## src/rtl/lpc_pkg.sv

```systemverilog
// Shared types and default sizing for the LPC analysis blocks.
package lpc_pkg;

    typedef enum logic [3:0] {
        IDLE  = 4'd0,
        INIT  = 4'd1,
        MAC   = 4'd2,
        DRAIN = 4'd3,
        DIV   = 4'd4,
        UPD   = 4'd5,
        EUPD  = 4'd6,
        FIN   = 4'd7,
        FAIL  = 4'd8
    } state_t;

    localparam int LPC_ORDER   = 10;
    localparam int LPC_ADDR_W  = 4;
    localparam int LPC_MAC_LAT = 2;

endpackage

```

## src/rtl/levinson_idx_cnt.sv

```systemverilog
// Loadable index counter used for both the order index i and the inner index j.
module levinson_idx_cnt #(
    parameter int W = 4
) (
    input  logic         clk,
    input  logic         rst_n,
    input  logic         load,
    input  logic         load_one,
    input  logic         inc,
    input  logic [W-1:0] last_val,
    output logic [W-1:0] cnt,
    output logic [W-1:0] cnt_nxt,
    output logic         is_last
);

    localparam logic [W-1:0] ZERO_C = {W{1'b0}};
    localparam logic [W-1:0] ONE_C  = {{(W-1){1'b0}}, 1'b1};

    logic [W-1:0] cnt_r;
    logic [W-1:0] cnt_nxt_s;

    // next count: load has priority over increment
    always_comb begin
        cnt_nxt_s = cnt_r;
        if (load) begin
            if (load_one) begin
                cnt_nxt_s = ONE_C;
            end else begin
                cnt_nxt_s = ZERO_C;
            end
        end else if (inc) begin
            cnt_nxt_s = cnt_r + ONE_C;
        end else begin
            cnt_nxt_s = cnt_r;
        end
    end

    // count register
    always_ff @(posedge clk) begin
        if (!rst_n) begin
            cnt_r <= ZERO_C;
        end else begin
            cnt_r <= cnt_nxt_s;
        end
    end

    assign cnt     = cnt_r;
    assign cnt_nxt = cnt_nxt_s;
    assign is_last = (cnt_r == last_val);

endmodule

```

## src/rtl/levinson_seq.sv

```systemverilog
// Levinson-Durbin sequencer: walks one recursion over r[0..ORDER], driving the
// error, q-MAC, divider and coefficient-update datapath.
module levinson_seq
    import lpc_pkg::*;
#(
    parameter int ORDER   = LPC_ORDER,
    parameter int ADDR_W  = LPC_ADDR_W,
    parameter int MAC_LAT = LPC_MAC_LAT
) (
    input  logic              clk,
    input  logic              rst_n,
    input  logic              start,
    output logic              busy,
    output logic              done,
    output logic              err,
    input  logic              e_nonpos,
    output logic [ADDR_W-1:0] r_addr,
    output logic [ADDR_W-1:0] a_addr,
    output logic              e_sel,
    output logic              e_en,
    output logic              q_clr,
    output logic              q_en,
    output logic              div_start,
    input  logic              div_done,
    output logic              k_en,
    output logic              a_we,
    output logic [ADDR_W-1:0] a_waddr,
    output logic [ADDR_W-1:0] iter
);

    localparam logic [ADDR_W-1:0] ZERO_A   = {ADDR_W{1'b0}};
    localparam logic [ADDR_W-1:0] ONE_A    = {{(ADDR_W-1){1'b0}}, 1'b1};
    localparam logic [ADDR_W-1:0] ORDER_A  = ADDR_W'(ORDER);
    localparam logic [ADDR_W-1:0] LAT_LAST = ADDR_W'(MAC_LAT) - ONE_A;

    state_t state_r, state_nx_s;

    logic              i_load_s, i_inc_s, i_last_s;
    logic              j_load_s, j_load_one_s, j_inc_s, j_last_s;
    logic [ADDR_W-1:0] i_s, i_nxt_s, j_s, j_nxt_s, j_last_val_s;

    logic              busy_s, done_s, err_s, e_sel_s, e_en_s, q_clr_s, q_en_s;
    logic              div_start_s, a_we_s;
    logic [ADDR_W-1:0] r_addr_s, a_addr_s, a_waddr_s, iter_s;
    logic              busy_r, done_r, err_r, e_sel_r, e_en_r, q_clr_r, q_en_r;
    logic              div_start_r, a_we_r;
    logic [ADDR_W-1:0] r_addr_r, a_addr_r, a_waddr_r, iter_r;

    levinson_idx_cnt #(.W(ADDR_W)) u_i_cnt (
        .clk      (clk),
        .rst_n    (rst_n),
        .load     (i_load_s),
        .load_one (1'b1),
        .inc      (i_inc_s),
        .last_val (ORDER_A),
        .cnt      (i_s),
        .cnt_nxt  (i_nxt_s),
        .is_last  (i_last_s)
    );

    levinson_idx_cnt #(.W(ADDR_W)) u_j_cnt (
        .clk      (clk),
        .rst_n    (rst_n),
        .load     (j_load_s),
        .load_one (j_load_one_s),
        .inc      (j_inc_s),
        .last_val (j_last_val_s),
        .cnt      (j_s),
        .cnt_nxt  (j_nxt_s),
        .is_last  (j_last_s)
    );

    // j terminal value depends on which phase is counting
    always_comb begin
        j_last_val_s = ZERO_A;
        case (state_r)
            MAC:     j_last_val_s = i_s - ONE_A;
            DRAIN:   j_last_val_s = LAT_LAST;
            UPD:     j_last_val_s = i_s;
            default: j_last_val_s = ZERO_A;
        endcase
    end

    // next-state and counter control
    always_comb begin
        state_nx_s   = state_r;
        i_load_s     = 1'b0;
        i_inc_s      = 1'b0;
        j_load_s     = 1'b0;
        j_load_one_s = 1'b0;
        j_inc_s      = 1'b0;
        case (state_r)
            IDLE: begin
                if (start) begin
                    state_nx_s = INIT;
                    i_load_s   = 1'b1;
                end else begin
                    state_nx_s = IDLE;
                end
            end
            INIT: begin
                state_nx_s = MAC;
                j_load_s   = 1'b1;
            end
            MAC: begin
                if ((j_s == ZERO_A) && e_nonpos) begin
                    state_nx_s = FAIL;
                end else if (j_last_s) begin
                    state_nx_s = DRAIN;
                    j_load_s   = 1'b1;
                end else begin
                    j_inc_s = 1'b1;
                end
            end
            DRAIN: begin
                if (j_last_s) begin
                    state_nx_s = DIV;
                    j_load_s   = 1'b1;
                end else begin
                    j_inc_s = 1'b1;
                end
            end
            DIV: begin
                if (div_done) begin
                    state_nx_s   = UPD;
                    j_load_s     = 1'b1;
                    j_load_one_s = 1'b1;
                end else begin
                    j_inc_s = (j_s == ZERO_A);
                end
            end
            UPD: begin
                if (j_last_s) begin
                    state_nx_s = EUPD;
                end else begin
                    j_inc_s = 1'b1;
                end
            end
            EUPD: begin
                if (i_last_s) begin
                    state_nx_s = FIN;
                end else begin
                    state_nx_s = MAC;
                    i_inc_s    = 1'b1;
                    j_load_s   = 1'b1;
                end
            end
            FIN:     state_nx_s = IDLE;
            FAIL:    state_nx_s = IDLE;
            default: state_nx_s = IDLE;
        endcase
    end

    // output decode from the upcoming state so every strobe leaves a flop
    always_comb begin
        busy_s      = (state_nx_s != IDLE);
        done_s      = 1'b0;
        err_s       = 1'b0;
        e_sel_s     = 1'b0;
        e_en_s      = 1'b0;
        q_clr_s     = 1'b0;
        q_en_s      = 1'b0;
        div_start_s = 1'b0;
        a_we_s      = 1'b0;
        r_addr_s    = ZERO_A;
        a_addr_s    = ZERO_A;
        a_waddr_s   = ZERO_A;
        if (busy_s) begin
            iter_s = i_nxt_s;
        end else begin
            iter_s = ZERO_A;
        end
        case (state_nx_s)
            INIT: begin
                e_en_s  = 1'b1;
                q_clr_s = 1'b1;
            end
            MAC: begin
                q_en_s   = 1'b1;
                a_addr_s = j_nxt_s;
                r_addr_s = i_nxt_s - j_nxt_s;
            end
            DIV:  div_start_s = (state_r == DRAIN);
            UPD: begin
                a_we_s    = 1'b1;
                a_waddr_s = j_nxt_s;
                // final cycle writes k itself, so no partner coefficient is read
                if (j_nxt_s == i_nxt_s) begin
                    a_addr_s = ZERO_A;
                end else begin
                    a_addr_s = i_nxt_s - j_nxt_s;
                end
            end
            EUPD: begin
                e_sel_s = 1'b1;
                e_en_s  = 1'b1;
                q_clr_s = 1'b1;
            end
            FIN:     done_s = 1'b1;
            FAIL:    err_s  = 1'b1;
            default: busy_s = busy_s;
        endcase
    end

    // state and output registers
    always_ff @(posedge clk) begin
        if (!rst_n) begin
            state_r     <= IDLE;
            busy_r      <= 1'b0;
            done_r      <= 1'b0;
            err_r       <= 1'b0;
            e_sel_r     <= 1'b0;
            e_en_r      <= 1'b0;
            q_clr_r     <= 1'b0;
            q_en_r      <= 1'b0;
            div_start_r <= 1'b0;
            a_we_r      <= 1'b0;
            r_addr_r    <= ZERO_A;
            a_addr_r    <= ZERO_A;
            a_waddr_r   <= ZERO_A;
            iter_r      <= ZERO_A;
        end else begin
            state_r     <= state_nx_s;
            busy_r      <= busy_s;
            done_r      <= done_s;
            err_r       <= err_s;
            e_sel_r     <= e_sel_s;
            e_en_r      <= e_en_s;
            q_clr_r     <= q_clr_s;
            q_en_r      <= q_en_s;
            div_start_r <= div_start_s;
            a_we_r      <= a_we_s;
            r_addr_r    <= r_addr_s;
            a_addr_r    <= a_addr_s;
            a_waddr_r   <= a_waddr_s;
            iter_r      <= iter_s;
        end
    end

    // q_en and k_en react to same-cycle datapath flags, so they are gated here
    assign q_en      = q_en_r & ~(e_nonpos & (j_s == ZERO_A));
    assign k_en      = (state_r == DIV) & div_done;
    assign busy      = busy_r;
    assign done      = done_r;
    assign err       = err_r;
    assign e_sel     = e_sel_r;
    assign e_en      = e_en_r;
    assign q_clr     = q_clr_r;
    assign div_start = div_start_r;
    assign a_we      = a_we_r;
    assign r_addr    = r_addr_r;
    assign a_addr    = a_addr_r;
    assign a_waddr   = a_waddr_r;
    assign iter      = iter_r;

endmodule

```

## config.mk

```make
export PLATFORM = sky130hd
export DESIGN_NAME = levinson_seq
export DESIGN_NICKNAME = d
export VERILOG_FILES = /design/src/rtl/lpc_pkg.sv /design/src/rtl/levinson_idx_cnt.sv /design/src/rtl/levinson_seq.sv
export SDC_FILE = /design/constraint.sdc
export NUM_CORES = 1
export LEC_CHECK = 0
export ABC_AREA = 1
export CAP_MARGIN = 20
export CORE_ASPECT_RATIO = 1.75
export CORE_MARGIN = 5
export CORE_UTILIZATION = 53
export CTS_CLUSTER_DIAMETER = 30
export DETAILED_ROUTE_END_ITERATION = 6
export PLACE_DENSITY = 0.83
export SYNTH_ARGS = -nofsm -noshare
export SYNTH_HDL_FRONTEND = slang
export SYNTH_SLANG_ARGS = --single-unit
```

## constraint.sdc

```tcl
create_clock -name clk -period 3.5 [get_ports clk]
set_input_delay 0.35 -clock clk [delete_from_list [all_inputs] [get_ports clk]]
set_output_delay 0.35 -clock clk [all_outputs]
set_load 0.01 [all_outputs]
```

Word level (Yosys, flattened, before mapping)
Index checks and enable logic that the tools add are counted.
{ "word_totals": {"ff_bits": 36, "input_bits": 5, "elab_cells": 84} }
{ "classes": {"add_sub_neg": 4, "eq_ne": 16, "mux": 35, "bitwise_logic": 4, "reduce_logical": 10} }
{ "ops": {"columns": ["cell", "count"], "rows": [
  ["two-way mux 4 bit", 10],
  ["equality test 4 x 3 -> 1 bit (second input constant)", 7],
  ["one-hot mux 4 bit (7 select lines)", 1],
  ["two-way mux 1 bit", 19],
  ["equality test 4 x 2 -> 1 bit (second input constant)", 3],
  ["one-hot mux 4 bit (3 select lines)", 1],
  ["adder 4 x 1 -> 4 bit (second input constant)", 2],
  ["equality test 4 x 1 -> 1 bit (second input constant)", 2],
  ["equality test 4 bit", 2],
  ["equality test 4 bit (second input constant)", 2],
  ["logical NOT 4 bit", 2],
  ["one-hot mux 4 bit (2 select lines)", 1],
  ["AND reduction 2 bit", 4],
  ["one-hot mux 1 bit (5 select lines)", 1],
  ["nonzero test 4 bit", 1],
  ["OR reduction 2 bit", 2],
  ["subtractor 4 x 1 -> 4 bit (second input constant)", 1],
  ["subtractor 4 bit", 1],
  ["bitwise AND 1 bit", 3],
  ["two-way mux 3 bit", 1],
  ["one-hot mux 1 bit (3 select lines)", 1],
  ["logical AND 1 bit", 1],
  ["inverter 1 bit", 1]
]} }

Depth between registers and ports, before layout
Gate-level depths: netlist of the first run.
{ "logic_depth": {"depth_word": 11, "mapped_depth": 27, "depth_no_buf": 27} }

Modules after synthesis
Synthesis of the first run repeated with hierarchy kept, for this count alone.
{ "unflattened": {"hier_cells": 253, "hier_area_um2": 1956.9} }
{ "by_module_without_submodules": {"columns": ["mod", "n_inst", "cells_per_inst", "area_each_um2", "seq_area_each_um2"], "rows": [
  ["levinson_seq", 1, 179, 1431.4, 560.5],
  ["levinson_idx_cnt", 2, 37, 262.8, 80.1]
]} }

Worst setup path after synthesis of the first run
OpenSTA, ideal clock, no wires.
{ "synth_timing": {"path_kind": "register -> register", "from": "register u_i_cnt.cnt_r[0], in the netlist u_i_cnt.cnt[0]", "to": "register a_addr_r[3], in the netlist a_addr[3]", "arrival_ps": 2715, "required_time_ps": 3388, "path_slack_ps": 673, "path_stages_with_launch": 25, "n_path_buf": 0, "period_less_slack_ps": 2827, "cell_sequence": "dfxtp_1 -> inv_1 -> ha_1 -> inv_1 -> nand3_1 -> nand2_1 -> nand2_1 -> nand2_2 -> nor2_4 -> nand3_4 -> nand2_2 -> nand2_2 -> o21ai_0 -> inv_1 -> nor2_1 -> inv_1 -> ha_1 -> nand2_1 -> nor2_1 -> a211oi_1 -> nand3_1 -> nand2_1 -> nor2_1 -> nand2_1 -> nand2_1"} }
{ "synth_between": {"elab_chain_len": 11} }
{ "synth_lines": {"columns": ["item", "line_no", "text"], "rows": [
  ["start, declared", "levinson_idx_cnt.sv:19", "logic [W-1:0] cnt_r;"],
  ["start signal, assigned", "levinson_idx_cnt.sv:43", "cnt_r <= cnt_nxt_s;"],
  ["subtractor 4 x 1 -> 4 bit", "levinson_seq.sv:77", "MAC: j_last_val_s = i_s - ONE_A;"],
  ["one-hot mux 4 bit (3 select lines)", "levinson_seq.sv:76", "case (state_r)"],
  ["equality test 4 bit", "levinson_idx_cnt.sv:49", "assign is_last = (cnt_r == last_val);"],
  ["two-way mux 1 bit", "levinson_seq.sv:108, levinson_seq.sv:116, levinson_seq.sv:133", null],
  ["two-way mux 1 bit", "levinson_seq.sv:106", "if ((j_s == ZERO_A) && e_nonpos) begin"],
  ["one-hot mux 1 bit (3 select lines)", "levinson_seq.sv:92", "case (state_r)"],
  ["two-way mux 4 bit", "levinson_idx_cnt.sv:31", "end else if (inc) begin"],
  ["two-way mux 4 bit", "levinson_idx_cnt.sv:25", "if (load) begin"],
  ["subtractor 4 bit or equality test 4 bit (tied branches)", "levinson_seq.sv:191, levinson_seq.sv:188", null],
  ["two-way mux 4 bit", "levinson_seq.sv:188", "if (j_nxt_s == i_nxt_s) begin"],
  ["one-hot mux 4 bit (2 select lines) (*)", "levinson_seq.sv:173", "case (state_nx_s)"],
  ["end signal, assigned", "levinson_seq.sv:234", "a_addr_r <= a_addr_s;"],
  ["end, declared", "levinson_seq.sv:47", "logic [ADDR_W-1:0] r_addr_r, a_addr_r, a_waddr_r, iter_r;"]
]} }
Every way passes the cells marked *; elsewhere a longest branch is shown, timed or not.
A chain may end at the register's enable or synchronous reset.

Worst setup path after layout of the first run
Ends and elaborated chain as after synthesis.

==> impl_metrics.tcl, run 1 <==
set metrics [dict create \
    pin_count 31 \
    min_path_type "flip-flop to flip-flop" \
    htreeDepth 2 \
    start_util_pct 54.05 \
    place.gp.congestion 0.9985 \
    synth_seq_cells 36 \
    yosys.area.top_type "dfxtp_1" \
    diodes 0 \
    synthesis.nets 275 \
    dp_hpwl_um 3767 \
    die_h_um 89.66 \
    report.final.slew_viol_count 0 \
    totalWireLength_um 4877 \
    yosys.area_share.simple_pct 38.48 \
    path_common_cell "nand2_1" \
    cts_root_buffer "clkbuf_8" \
    mostFrequentLayoutCell "nand2_1" \
    antenna_found_initial 0 \
    post-place-ws_ns 0.1758 \
    groute.usage.overall_pct 20.98 \
    power_density_nw_per_um2 394.6 \
    core_um2 3556 \
    netlist_area_um2 1922 \
    synth_top_family_by_area "simple AND/OR/NAND/NOR gates" \
    power.total_mw 0.9490 \
    drt_iter0_markers 53 \
    layout_setup_ws_ns 0.3200 \
    startpoint "u_i_cnt.cnt[0]" \
    period_share_pct 90.86 \
    mostFrequentLayoutCells "49 x nand2_1, 40 x nor2_1, 37 x inv_1" \
    vias 1788 \
    via_per_inst 5.183 \
    p_leak_nw 1.129 \
    clock-sinks 36 \
    synth-adder-area-share_pct 6.250 \
    synth_warnings 0 \
    fin_crit_ns 3.180 \
    crit_path_end_kind "flip-flop" \
    first_pass_iters 5 \
    syn_inst 261 \
    fin_worst_skew_ns 0.006979 \
    cp.arrival_ns 3.36 \
    synth.top_cell.area_share_pct 37.50 \
    grt_pass1_wl_um 8079 \
    drv_cap 0 \
    final_nets 312 \
    clk_pin_slew_ns 0.07 \
    yosysUniqueCellTypes 32 \
    required_ns 3.68 \
    worst_slew_pin_slew_ns 0.6246 \
    synth_xor_area_share_pct 1.823 \
    placed_area_um2 2283 \
    start_kind "flip-flop" \
    ys_seq_area_share_pct 37.50 \
    crit_chain "inv_1 -> ha_1 -> inv_1 -> nand3_1 -> nand2_1 -> nand2_1 -> nand2_2 -> nor2_4 -> nand3_4 -> nand2_2 -> nand2_2 -> o21ai_0 -> inv_1 -> nor2_2 -> inv_1 -> ha_1 -> nand2_1 -> nor2_1 -> a211oi_2 -> nand3_1 -> nand2_1 -> nor2_1 -> nand2_1 -> nand2_1" \
    cts_buffers 5 \
    drive_gt1_share_pct 18.06 \
    setup_tns_ns 0 \
    syn_to_final_growth_pct 25.13 \
    max-slew-margin-rel_pct 58.04 \
    rr_startpoint "u_i_cnt.cnt[0]" \
    path_buf_inv 4 \
    fin_area_um2 2405 \
    cp_max_fo 8 \
    slowest_delay_ns 0.38 \
    clockBufferDepth 2 \
    fp-row-count 29 \
    worstSetupPathType "flip-flop to flip-flop" \
    hold_start "state_r[0]" \
    synth_compound_area_share_pct 6.510 \
    hold_viol 0 \
    wl_per_cell_um 14.14 \
    dieArea_um2 4978 \
    drc 0 \
    netlist_top_cells_area "dfxtp_1 38%, nand2_1 9.8%, nor2_1 8.0%" \
    synth_mux_area_share_pct 0 \
    portBuffers 30 \
    die_w_um 55.52 \
    overflow 0 \
    crit_slowest_cell "dfxtp_2" \
    critPathTopFamily "simple AND/OR/NAND/NOR gates" \
    cts_tree "built" \
    timing.fmax_mhz 314.5 \
    grt_max_degree 18 \
    status "complete, no violations" \
    first_global_vias 1787 \
    setup_viol 0 \
    hold_slack_ns 0.6370 \
    irDropWorstVdd_mv 0.4279 \
    postRouteAntennaNets 0 \
    clkLatencyLatePin_ns 0.29 \
    ctsHoldBuffers 0 \
    syn_avg_cell_area_um2 7.363 \
]
[synth_stat cells]
cell,instances
dfxtp_1,36
fa_1,1
a31oi_4,1
o21ai_2,1
nor3_1,4
nor2_1,41
a211oi_1,1
a21oi_1,5
o21ai_1,1
inv_2,6
clkbuf_1,1
nand3_2,4
nand3b_2,1
buf_4,1
clkinv_1,1
o22ai_1,2
nand2_2,13
o21ai_0,1
ha_1,8
nor4_1,1
xor2_1,3
nor2_4,4
nand2_1,50
o21bai_1,1
a21oi_4,2
nand3_4,2
nand4_1,3
clkinv_2,1
inv_1,37
nor2_2,4
xnor2_1,1
nand3_1,23
[timing repair]
item	in CTS	in global routing
gates resized for setup	0	6
setup endpoints to repair	0	2
buffers inserted	0	0
[stage by stage]
stage | utilization [%] | cells
after floorplan | - | 261
after global placement | 64.22 | 337
after detailed placement | 64.22 | 337
after CTS | 66.82 | 345
after global routing | 67.63 | 345
final | 67.63 | 345
[layout make-up]
type / count / area (um^2)
clock buffer: 6 / 82.58
tap: 46 / 57.56
clock inverter: 2 / 10.01
timing repair buffer: 32 / 315.3
inverter: 45 / 170.2
multi-input combinational: 178 / 1047
fill: 316 / 1151
sequential: 36 / 721.9
[cells by family (layout without fill, tap and decap cells)]
logic type | count (synthesis) | in the layout
flops | 36 | 36
buf+inv | 47 | 85
xor+xnor | 4 | 4
simple gates | 150 | 150
fa+ha+maj | 9 | 9
compound gates | 15 | 15
[sequential cells by signal, indices dropped and copies added (netlist names), 4 cells and up]
signal / count
a_addr: 4
a_waddr: 4
iter: 4
r_addr: 4
state_r: 4
u_i_cnt.cnt: 4
u_j_cnt.cnt: 4
[power by group]
part           leakage (nW)  total [mW]  switching, mW  internal, mW
clock network        0.0510       0.298          0.141         0.157
registers             0.292       0.435         0.0118         0.424
logic                 0.787       0.215          0.138        0.0770
[metal layers]
layer	wire length [um]	global-route usage, %
met5	0	0
met2	2649	39.12
met1	1796	20.26
met4	289	17.70
met3	143	3.147
[worst register-to-register path, delay by kind of cell (launching register included)]
family          cells  cell delay (ns)
flops               1             0.38
fa+ha+maj           2             0.58
compound gates      2             0.35
simple gates       16             1.43
buf+inv             4             0.32
[path summary, 6_finish.rpt]
path,endpoint,slack [ns],cells after the start
max,a_addr[3],0.32,24
min,div_start,0.64,2
max reg2reg,a_addr[3],0.32,24
min reg2reg,div_start,0.64,2
Power figures use the tool's default switching activity.
==> run 2: changes to the inputs <==
--- a/config.mk
+++ b/config.mk
@@ -13,6 +13,7 @@
 export CTS_CLUSTER_DIAMETER = 30
 export DETAILED_ROUTE_END_ITERATION = 6
 export PLACE_DENSITY = 0.83
+export SKIP_LAST_GASP = 1
 export SYNTH_ARGS = -nofsm -noshare
 export SYNTH_HDL_FRONTEND = slang
 export SYNTH_SLANG_ARGS = --single-unit
==> results of run 2 <==
No change in the layout: final DEF, timing and power equal those of run 1.
==> run 3: changes to the inputs <==
--- a/config.mk
+++ b/config.mk
@@ -8,11 +8,11 @@
 export ABC_AREA = 1
 export CAP_MARGIN = 20
 export CORE_ASPECT_RATIO = 1.75
-export CORE_MARGIN = 5
 export CORE_UTILIZATION = 53
 export CTS_CLUSTER_DIAMETER = 30
 export DETAILED_ROUTE_END_ITERATION = 6
 export PLACE_DENSITY = 0.83
+export RECOVER_POWER = 100
 export SKIP_LAST_GASP = 1
 export SYNTH_ARGS = -nofsm -noshare
 export SYNTH_HDL_FRONTEND = slang
==> run 3 against run 2 <==
Sequential power barely moved; global-route usage rose by 6.0 points; count of clock-buffer cells in the layout fell by 1; non-clock buffer count did not move; sequential cell count did not move; sequential share of layout area rose by 0.44 points; wire length fell by 3.5%; final cell count fell by 0.29%; die area fell by 22%; critical path type unchanged; critical endpoint unchanged.
==> impl_metrics.tcl, run 3 (synthesized netlist as in run 1, its figures left out) <==
set metrics [dict create \
    status "complete, no violations" \
    clockBufferDepth 2 \
    pwr-share-clk_pct 45.2 \
    final_nets 312 \
    cts_resized 0 \
    layout_setup_ws_ns 0.3500 \
    worst_slew_pin_slew_ns 0.6092 \
    required_ns 3.69 \
    htreeDepth 2 \
    drv_cap 0 \
    path_common_cell "nand2_1" \
    core_um2 3433 \
    overflow 0 \
    post-place-ws_ns 0.3005 \
    ctsHoldBuffers 0 \
    groute.usage.overall_pct 27.03 \
    fin_worst_skew_ns 0.01130 \
    p_int_mw 0.8429 \
    first_global_vias 1652 \
    via_per_inst 5.064 \
    die_h_um 81.66 \
    drt_iter0_markers 45 \
    period_share_pct 90.00 \
    max-slew-margin-rel_pct 59.08 \
    mostFrequentLayoutCells "53 x nand2_1, 42 x nor2_1, 38 x inv_1" \
    irDropWorstVdd_mv 0.4892 \
    fin_crit_ns 3.150 \
    combinationalPowerShare_pct 16.2 \
    start_kind "flip-flop" \
    clock-sinks 36 \
    crit_chain "inv_1 -> ha_1 -> inv_1 -> nand3_1 -> nand2_1 -> nand2_1 -> nand2_2 -> nor2_4 -> nand3_4 -> nand2_1 -> nand2_2 -> nand2_1 -> xor2_1 -> nand2_1 -> ha_1 -> nand2_1 -> nor2_1 -> a211oi_2 -> a21oi_1 -> nor2_1 -> nand2_1 -> nand2_1" \
    reg2reg_slack_ns 0.35 \
    drive_gt1_share_pct 12.37 \
    dp_hpwl_um 3656 \
    start_util_pct 55.98 \
    swShare_pct 25.01 \
    power_density_nw_per_um2 474.3 \
    cts_setup_buffers 0 \
    place.gp.congestion 0.9611 \
    drc 0 \
    hold_viol 0 \
    clk_pin_slew_ns 0.07 \
    cp_max_fo 8 \
    mostFrequentLayoutCell "nand2_1" \
    p_sw_mw 0.2811 \
    wl_per_cell_um 13.67 \
    hold_depth 2 \
    clkLatencyLatePin_ns 0.29 \
    cts_tree "built" \
    crit_path_end_kind "flip-flop" \
    dieArea_um2 3880 \
    diodes 0 \
    antenna_found_initial 0 \
    r2r_cells 22 \
    p_leak_nw 1.219 \
    fp-row-count 28 \
    hold_slack_ns 0.6222 \
    cts_buffers 5 \
    cp.arrival_ns 3.34 \
    seqPwrFrac_pct 38.6 \
    report.final.slew_viol_count 0 \
    portBuffers 30 \
    cts_root_buffer "clkbuf_8" \
    postRouteAntennaNets 0 \
    min_path_type "flip-flop to flip-flop" \
    die_w_um 47.52 \
    worstSetupPathType "flip-flop to flip-flop" \
    setup_viol 0 \
    grt_pass1_wl_um 7314 \
    crit_slowest_cell "ha_1" \
    vias 1742 \
    totalWireLength_um 4704 \
    first_pass_iters 4 \
    pin_count 31 \
    slowest_delay_ns 0.39 \
    syn_to_final_growth_pct 23.31 \
    timing.fmax_mhz 317.5 \
    grt_max_degree 18 \
]
[run 3: through the flow]
step	instance area (um^2)	cells	total power [mW]	setup TNS, ns	util, %
after floorplan	1922	261	0.5944	0	-
after global placement	2282	336	0.6490	0	66.47
after detailed placement	2282	336	0.6522	0	66.47
after CTS	2441	344	1.151	0	71.10
after global routing	2370	344	1.163	-0.004574	69.02
final	2370	344	1.124	0	69.02
[run 3: power by group through the flow]
stage	Combinational [mW]	Sequential (mW)	Clock (mW)
floorplan	0.149	0.445	0
CTS	0.211	0.434	0.506
detailed placement	0.209	0.443	0
global route	0.202	0.435	0.525
finish	0.182	0.434	0.508
global placement	0.206	0.443	0
[run 3: final cells by class]
cell class                 count  area, um^2
fill                         300        1064
multi-input combinational    178       950.9
sequential                    36       721.9
timing repair buffer          32       311.5
inverter                      45       170.2
clock inverter                 3       90.09
clock buffer                   5       68.82
tap                           45       56.30
[run 3: path summary, 6_finish.rpt]
| check | end | start |
|---|---|---|
| hold / removal | div_start | state_r[0] |
| setup reg to reg | a_addr[3] | u_i_cnt.cnt[0] |
| hold reg to reg | div_start | state_r[0] |
| setup / recovery | a_addr[3] | u_i_cnt.cnt[0] |
[run 3: routing by layer]
metal / track usage, % / wire, um / part of all wire, %
met1: 28.02 / 1827 / 39
met2: 47.81 / 2507 / 53
met5: 0 / 0 / 0
met4: 16.86 / 248 / 5.3
met3: 3.516 / 121 / 2.6
[run 3: worst max-delay path, delay by kind of cell, from the launching register on]
kind,cells,cell delay (ns)
AND/OR/NAND/NOR,15,1.40
adder cells (fa/ha/maj),2,0.69
flip-flops,1,0.37
AO/OA/AOI/OAI,2,0.29
buffers and inverters,2,0.14
XOR/XNOR,1,0.14
